<file path="src/rtl/fetch_buffer_pkg.sv">
`default_nettype none
// ============================================================================
// Module      : fetch_buffer_pkg
// Description : Shared decoder-bundle layout for the fetch buffer and decode.
// Revision    : 1.0 - initial release
// ============================================================================
package fetch_buffer_pkg;

    // Decoder bundle: {nempty, unknown, badv, exception, pc_next, pc, inst}
    localparam int WIDTH_FBUNDLE = 137;
    localparam int WIDTH_FBENTRY = 136;
    localparam int FB_NEMPTY     = 136;
    localparam int FB_UNKNOWN    = 135;
    localparam int FB_BADV_HI    = 134;
    localparam int FB_BADV_LO    = 103;
    localparam int FB_EXC_HI     = 102;
    localparam int FB_EXC_LO     = 96;
    localparam int FB_PCNEXT_HI  = 95;
    localparam int FB_PCNEXT_LO  = 64;
    localparam int FB_PC_HI      = 63;
    localparam int FB_PC_LO      = 32;
    localparam int FB_INST_HI    = 31;
    localparam int FB_INST_LO    = 0;

    // Stored entry: everything in the bundle except the nempty flag
    typedef struct packed {
        logic        unknown;
        logic [31:0] badv;
        logic [6:0]  exception;
        logic [31:0] pc_next;
        logic [31:0] pc;
        logic [31:0] inst;
    } fb_entry_t;

    // Empty slots present all zeros so decode sees nempty=0 and uop type 0
    function automatic logic [WIDTH_FBUNDLE-1:0] fb_bundle(input logic nempty, input fb_entry_t e);
        return nempty ? {1'b1, e} : '0;
    endfunction

endpackage
`default_nettype wire

</file>
<file path="src/rtl/fetch_buffer_ram.sv">
`default_nettype none
// ============================================================================
// Module      : fetch_buffer_ram
// Description : DEPTH x 136-bit register file, two write ports at consecutive
//               addresses and two asynchronous read ports at consecutive
//               addresses. No reset: contents are qualified by the pointers.
// Revision    : 1.0 - initial release
// ============================================================================
module fetch_buffer_ram
    import fetch_buffer_pkg::*;
#(
    parameter int DEPTH = 8
) (
    input  logic                       clk,
    input  logic                       we0_i,
    input  logic                       we1_i,
    input  logic [$clog2(DEPTH)-1:0]   waddr_i,
    input  fb_entry_t                  wdata0_i,
    input  fb_entry_t                  wdata1_i,
    input  logic [$clog2(DEPTH)-1:0]   raddr_i,
    output fb_entry_t                  rdata0_o,
    output fb_entry_t                  rdata1_o
);

    localparam int AW = $clog2(DEPTH);

    fb_entry_t        mem_q [DEPTH];
    logic [AW-1:0]    waddr1;
    logic [AW-1:0]    raddr1;

    // Second port addresses wrap naturally modulo DEPTH
    assign waddr1 = waddr_i + AW'(1);
    assign raddr1 = raddr_i + AW'(1);

    // Slot0 writes at waddr, slot1 at waddr+1; the two never collide
    always_ff @(posedge clk) begin
        for (int i = 0; i < DEPTH; i++) begin
            if (we0_i && (waddr_i == AW'(i))) begin
                mem_q[i] <= wdata0_i;
            end else if (we1_i && (waddr1 == AW'(i))) begin
                mem_q[i] <= wdata1_i;
            end
        end
    end

    assign rdata0_o = mem_q[raddr_i];
    assign rdata1_o = mem_q[raddr1];

endmodule
`default_nettype wire

</file>
<file path="src/rtl/fetch_buffer.sv">
`default_nettype none
// ============================================================================
// Module      : fetch_buffer
// Description : In-order instruction queue between fetch and the two decoders.
//               Accepts up to two instructions per cycle, presents the two
//               oldest as 137-bit decoder bundles, flushes on redirect.
// Revision    : 1.0 - initial release
// ============================================================================
module fetch_buffer
    import fetch_buffer_pkg::*;
#(
    parameter int DEPTH = 8
) (
    input  logic                      clk,
    input  logic                      rst,
    input  logic                      flush,
    input  logic [1:0]                in_valid,
    output logic                      in_ready,
    input  logic [63:0]               in_inst,
    input  logic [63:0]               in_pc,
    input  logic [63:0]               in_pc_next,
    input  logic [13:0]               in_exception,
    input  logic [63:0]               in_badv,
    input  logic [1:0]                in_unknown,
    output logic [WIDTH_FBUNDLE-1:0]  out_bundle0,
    output logic [WIDTH_FBUNDLE-1:0]  out_bundle1,
    input  logic [1:0]                out_accept
);

    localparam int             AW            = $clog2(DEPTH);
    localparam logic [AW:0]    CNT_READY_MAX = (AW+1)'(DEPTH - 2);

    logic [AW-1:0] head_q, head_d;
    logic [AW-1:0] tail_q, tail_d;
    logic [AW:0]   count_q, count_d;

    logic          wr0, wr1;
    logic          nempty0, nempty1;
    logic          pop0, pop1;
    logic [AW:0]   push_n, pop_n;
    fb_entry_t     wdata0, wdata1, rdata0, rdata1;

    // Ready depends only on registered count, so there is no accept->ready path
    assign in_ready = (count_q <= CNT_READY_MAX);

    // in_valid=2'b10 decodes as no push; slot1 needs slot0
    assign wr0    = in_ready & in_valid[0];
    assign wr1    = in_ready & in_valid[0] & in_valid[1];
    assign push_n = (AW+1)'(wr0) + (AW+1)'(wr1);

    // out_accept=2'b10 decodes as no pop; slot1 pops only together with slot0
    assign nempty0 = (count_q >= (AW+1)'(1));
    assign nempty1 = (count_q >= (AW+1)'(2));
    assign pop0    = out_accept[0] & nempty0;
    assign pop1    = out_accept[1] & out_accept[0] & nempty1;
    assign pop_n   = (AW+1)'(pop0) + (AW+1)'(pop1);

    assign wdata0 = '{unknown:   in_unknown[0],
                      badv:      in_badv[31:0],
                      exception: in_exception[6:0],
                      pc_next:   in_pc_next[31:0],
                      pc:        in_pc[31:0],
                      inst:      in_inst[31:0]};
    assign wdata1 = '{unknown:   in_unknown[1],
                      badv:      in_badv[63:32],
                      exception: in_exception[13:7],
                      pc_next:   in_pc_next[63:32],
                      pc:        in_pc[63:32],
                      inst:      in_inst[63:32]};

    // Next pointer/count state; flush discards any same-cycle push and pop
    always_comb begin
        head_d  = head_q + pop_n[AW-1:0];
        tail_d  = tail_q + push_n[AW-1:0];
        count_d = count_q + push_n - pop_n;
        if (flush) begin
            head_d  = '0;
            tail_d  = '0;
            count_d = '0;
        end
    end

    // Pointer and count registers; reset takes priority over flush
    always_ff @(posedge clk) begin
        if (rst) begin
            head_q  <= '0;
            tail_q  <= '0;
            count_q <= '0;
        end else begin
            head_q  <= head_d;
            tail_q  <= tail_d;
            count_q <= count_d;
        end
    end

    fetch_buffer_ram #(
        .DEPTH (DEPTH)
    ) u_ram (
        .clk      (clk),
        .we0_i    (wr0),
        .we1_i    (wr1),
        .waddr_i  (tail_q),
        .wdata0_i (wdata0),
        .wdata1_i (wdata1),
        .raddr_i  (head_q),
        .rdata0_o (rdata0),
        .rdata1_o (rdata1)
    );

    // No bypass: a pushed entry shows up only after it lands in storage
    assign out_bundle0 = fb_bundle(nempty0, rdata0);
    assign out_bundle1 = fb_bundle(nempty1, rdata1);

endmodule
`default_nettype wire

</file>
<file path="config.mk">
export PLATFORM = sky130hd
export DESIGN_NAME = fetch_buffer
export DESIGN_NICKNAME = d
export VERILOG_FILES = /design/src/rtl/fetch_buffer_pkg.sv /design/src/rtl/fetch_buffer_ram.sv /design/src/rtl/fetch_buffer.sv
export SDC_FILE = /design/constraint.sdc
export NUM_CORES = 2
export LEC_CHECK = 0
export CORE_MARGIN = 2
export CORE_UTILIZATION = 40
export DETAILED_ROUTE_END_ITERATION = 16
export PLACE_DENSITY_LB_ADDON = 0.3
export SETUP_SLACK_MARGIN = 0.02
export SYNTH_ARGS = -nofsm -noshare
export SYNTH_HDL_FRONTEND = slang
export SYNTH_SLANG_ARGS = --single-unit
</file>
<file path="constraint.sdc">
create_clock -name clk -period 30.4 [get_ports clk]
set_input_delay 6.08 -clock clk [delete_from_list [all_inputs] [get_ports clk]]
set_output_delay 6.08 -clock clk [all_outputs]
set_load 0.005 [all_outputs]
</file>
**After elaboration in Yosys (flattened, before gate mapping)**

Memories as Yosys holds them, arrays and structs flattened. A register that Yosys moved wholly into a read port is not among the register bits.
Cells that the tools add are included.

- Word-level logic and storage cells: 136
- Flip-flop bits (word level): 10
- Memories kept: 1
- Output and inout bits: 275
- RAM bits: 1088
- Input port bits: 279

Memory list:

| memory | words | bits a word | rd ports | clocked after Yosys merged registers in | wr ports | line | RTL |
|---|---|---|---|---|---|---|---|
| u_ram.mem_q | 8 | 136 | 2 | 1 | 2 | fetch_buffer_ram.sv:27 | `fb_entry_t mem_q [DEPTH];` |

- Add/sub/neg operators: 8
- Eq/ne operators: 14
- Bitwise logic cells: 13
- Reduce and logical (&&, ||, !) cells: 25
- Muxes and demuxes: 69
- $lt $le $gt $ge: 3

Operators with widths:

| operator | number |
|---|---|
| two-way mux 136 bit | 14 |
| OR reduction 136 bit | 6 |
| two-way mux 137 bit | 2 |
| two-way mux 1 bit | 46 |
| equality test 3 bit (second input constant) | 8 |
| two-way mux 3 bit | 7 |
| logical AND 1 bit | 16 |
| equality test 3 x 2 -> 1 bit (second input constant) | 4 |
| OR 1 bit | 8 |
| adder 3 x 1 -> 3 bit (second input constant) | 2 |
| adder 3 x 2 -> 3 bit | 2 |
| equality test 3 x 1 -> 1 bit (second input constant) | 2 |
| logical NOT 3 bit | 2 |
| bitwise AND 1 bit | 5 |
| adder 1 x 1 -> 2 bit | 2 |
| adder 4 x 2 -> 4 bit | 1 |
| greater-or-equal comparator 4 x 1 -> 1 bit (second input constant) | 1 |
| greater-or-equal comparator 4 x 2 -> 1 bit (second input constant) | 1 |
| less-or-equal comparator 4 x 3 -> 1 bit (second input constant) | 1 |
| subtractor 4 x 2 -> 4 bit | 1 |
| OR reduction 2 bit | 1 |

**Logic depth before layout (Yosys ltp)**

- Depth in word-level cells: 12
- Gate-level depth with buffers: 15
- Gate-level depth less buffers: 14

**Cells and area by module**

Synthesis repeated with hierarchy kept, for this count alone.

- Cells, all modules: 4618
- Area, all modules: 67035.5 µm²

By module, submodules not included:

| module | seq. area each (µm²) | cells an instance | area an instance (µm²) | instances |
|---|---|---|---|---|
| fetch_buffer_ram | 32671.3 | 4247 | 64468.1 | 1 |
| fetch_buffer | 200.2 | 371 | 2567.5 | 1 |

**Worst setup path after synthesis**

OpenSTA, ideal clock, no wires.

- Kind: input-to-reg
- Start: input in_valid[0]
- End: memory u_ram.mem_q[1][0] (netlist bit) (enable)
- Data required time: 29.567 ns
- Slack: 13.238 ns
- Data arrival time: 16.329 ns
- Path buffers: 1
- Cell stages on the path: 3
- Library setup time: 0.833 ns
- Cell sequence: o211ai_2 > buf_2 > a211oi_1

RTL lines:

| element | line | RTL |
|---|---|---|
| start, declared | fetch_buffer.sv:17 | `input logic [1:0] in_valid,` |
| end, declared | fetch_buffer_ram.sv:27 |  |

**Worst setup path in the final report**

- Start: register head_q[1]
- End: output out_bundle1[119]

- Longest elaborated chain between the ends: 3

RTL lines:

| element | line | RTL |
|---|---|---|
| start, declared | fetch_buffer.sv:33 | `logic [AW-1:0] head_q, head_d;` |
| start signal, assigned | fetch_buffer.sv:86 | `head_q <= '0;` |
| start signal, assigned | fetch_buffer.sv:90 | `head_q <= head_d;` |
| adder 3 x 1 -> 3 bit | fetch_buffer_ram.sv:33 | `assign raddr1 = raddr_i + AW'(1);` |
| memory (8 x 136 bit) | - |  |
| two-way mux 137 bit | fetch_buffer_pkg.sv:37 | `return nempty ? {1'b1, e} : '0;` |
| end, declared | fetch_buffer.sv:26 | `output logic [WIDTH_FBUNDLE-1:0] out_bundle1,` |

No other way between the ends.

==> impl_metrics.env <==
export IMPL_status="finished, final reports clean"
export IMPL_fin_hold_ws_ps=677
export IMPL_drv_slew=0
export IMPL_arrival_ps=7840
export IMPL_drive_gt1_frac=0.329
export IMPL_io_pin_count=554
export IMPL_nets=5286
export IMPL_layout_common_cells="1,313 x mux2_2, 1,088 x edfxtp_1, 680 x mux2i_1"
export IMPL_synth_seq_area_share=0.510
export IMPL_rows=147
export IMPL_clock_skew_ps=28.9
export IMPL_cpLargestDelayFamily="buffers and inverters"
export IMPL_rsz0062_at_grt="false"
export IMPL_hold_path_class="flop to flop"
export IMPL_synth_distinct_cells=46
export IMPL_cpMostUsedCell="buf_4"
export IMPL_clock_sinks=1098
export IMPL_power_w=0.00555
export IMPL_tightestPinTransition_ps=1350
export IMPL_tritoncts="done"
export IMPL_final_setup_tns_ps=0
export IMPL_clkSlewWorstSetupHoldPaths_ps=60
export IMPL_critPathKind="flop to output pin"
export IMPL_wl_per_cell_um=30.5
export IMPL_required_ps=24320
export IMPL_cts_setup_buffers=0
export IMPL_cts_resized=0
export IMPL_numCtsBuffers=133
export IMPL_p_leak_nw=23.2
export IMPL_worstPathMaxFanout=72
export IMPL_peakVddDrop_mv=0.104
export IMPL_synth_warnings=0
export IMPL_synthesis_area_um2=64500
export IMPL_timing_fmax_mhz=71.8
export IMPL_syn_inst=4607
export IMPL_antenna_found_initial=48
export IMPL_finalCritPeriodShare=0.458
export IMPL_dp_hpwl_um=120000
export IMPL_worst_slack_ps=16480
export IMPL_async_reset_ff_frac=0
export IMPL_grt_pass1_wl_um=313000
export IMPL_port_buffers=553
export IMPL_slowest_stage="a2111oi_0"
export IMPL_max_cap_violations=0
export IMPL_finalSetupViolCount=0
export IMPL_critPathMaxStageDelay_ps=1030
export IMPL_drtPass1Iterations=5
export IMPL_root_buffer="clkbuf_16"
export IMPL_gp_congestion=0.798
export IMPL_post_dp_cell_area_um2=71900
export IMPL_worst_path_buf_inv=5
export IMPL_rrSetupSlack_ps=25230
export IMPL_endpoint_kind="output pin"
export IMPL_clk_insertion_delay_late_ps=740
export IMPL_area_delta_synth_final_pct=17.9
export IMPL_avgSynthCellArea_um2=14.0
export IMPL_vias=44831
export IMPL_synth_edf_count=1088
export IMPL_drc=0
export IMPL_synth_area_leaders="edfxtp_1 51%, mux2_2 23%, mux2i_1 11%"
export IMPL_final_common_cell="mux2_2"
export IMPL_ctsHoldBuffers=0
export IMPL_overflow=0
export IMPL_track_usage=0.260
export IMPL_grt_max_degree=154
export IMPL_clk_path_buf_depth=3
export IMPL_p_per_area_nw_per_um2=73.0
export IMPL_grt_pass1_vias=44861
export IMPL_dieArea_um2=164000
export IMPL_ys_flop_type="edfxtp_1"
export IMPL_crit_chain="ha_4 -> buf_4 -> buf_4 -> buf_4 -> buf_4 -> mux2_2 -> o22ai_1 -> a2111oi_0 -> clkdlybuf4s50_1"
export IMPL_cp_start_kind="flop"
export IMPL_syn_nets=4903
export IMPL_synth_seq_cells=1098
export IMPL_start_util=0.402
export IMPL_via_per_inst=6.17
export IMPL_cts_htree_levels=4
export IMPL_relSlewSlack=0.0739
export IMPL_finish_instance_area_um2=76000
export IMPL_core_area_um2=160000
export IMPL_dp_slack_ps=17170
export IMPL_wl_um=222000
export IMPL_synth_top_area_cell="edfxtp_1"
export IMPL_hold_viol=0
export IMPL_yosys_area_top_type_share=0.507
export IMPL_period_needed_ps=13920
export IMPL_die_w_um=406
export IMPL_drt_antenna_violating_nets=0
export IMPL_drtIter0Drc=4454
export IMPL_die_y_um=406
-- power breakdown --
part / internal, W / switching [W]
clock network: 0.000888 / 0.000647
logic: 0.000960 / 0.00125
registers: 0.00177 / 0.0000350
-- cell type report --
type                            count  area, um^2
Timing Repair Buffer              659        6440
Clock buffer                      158        3520
Fill cell                       14283       84400
Antenna cell                       17        42.5
Multi-Input combinational cell   3084       29800
Tap cell                         2160        2700
Sequential cell                  1098       32900
Inverter                           14        52.6
Clock inverter                     74         574
-- cells by family (layout without fill, tap and decap cells) --
logic type / after synthesis / in the layout / synth area share
multiplexers: 2040 / 2040 / 0.345
flip-flops: 1098 / 1098 / 0.510
AO/OA/AOI/OAI: 694 / 694 / 0.0833
buffers and inverters: 425 / 905 / 0.0312
AND/OR/NAND/NOR: 327 / 327 / 0.0259
adder cells (fa/ha/maj): 17 / 17 / 0.00376
XOR/XNOR: 6 / 6 / 0.000815
other: 0 / 17 / 0
-- state kept, by name, summed over array words and instances (netlist names) --
signal	cells
u_ram.mem_q	1088
count_q	4
head_q	3
tail_q	3
-- cell usage after synthesis (28+ instances only) --
cell,n
a221oi_1,136
nand2_1,141
clkbuf_1,151
nor2b_1,138
mux2_2,1313
buf_2,202
o22ai_1,136
edfxtp_1,1088
buf_1,28
a211oi_1,137
mux2_4,40
mux2i_1,680
a22oi_1,137
a2111oi_0,136
-- metrics by stage --
| stage | utilization | instances |
|---|---|---|
| 2_1_floorplan | - | 4607 |
| 3_3_place_gp | 0.448 | 7014 |
| 3_5_place_dp | 0.448 | 7015 |
| 4_1_cts | 0.474 | 7247 |
| 5_1_grt | 0.474 | 7259 |
| 6_report | 0.474 | 7264 |
-- per-layer routing --
layer | part of all wire | track usage | up-vias
met5 | 0.0017 | 0 | -
met3 | 0.095 | 0.0670 | 472
met2 | 0.45 | 0.405 | 2169
met4 | 0.028 | 0.0852 | 60
met1 | 0.42 | 0.354 | 22806
li1 | - | - | 19324
-- worst paths after layout --
path,start,endpoint,cells past startpoint
worst min-delay path,tail_q[2],tail_q[2],2
worst max register to register,tail_q[1],u_ram.mem_q[6][16],7
worst max-delay path,head_q[1],out_bundle1[119],9
worst min register to register,tail_q[2],tail_q[2],2
-- worst reg2reg max path: stages, from the launching register on --
cell,delay [ps]
dfxtp_1,810
and2_1,270
ha_1,330
or3_1,470
nor2_4,780
buf_4,890
buf_4,920
mux2_2,440
(Power assumes the default switching activity.)
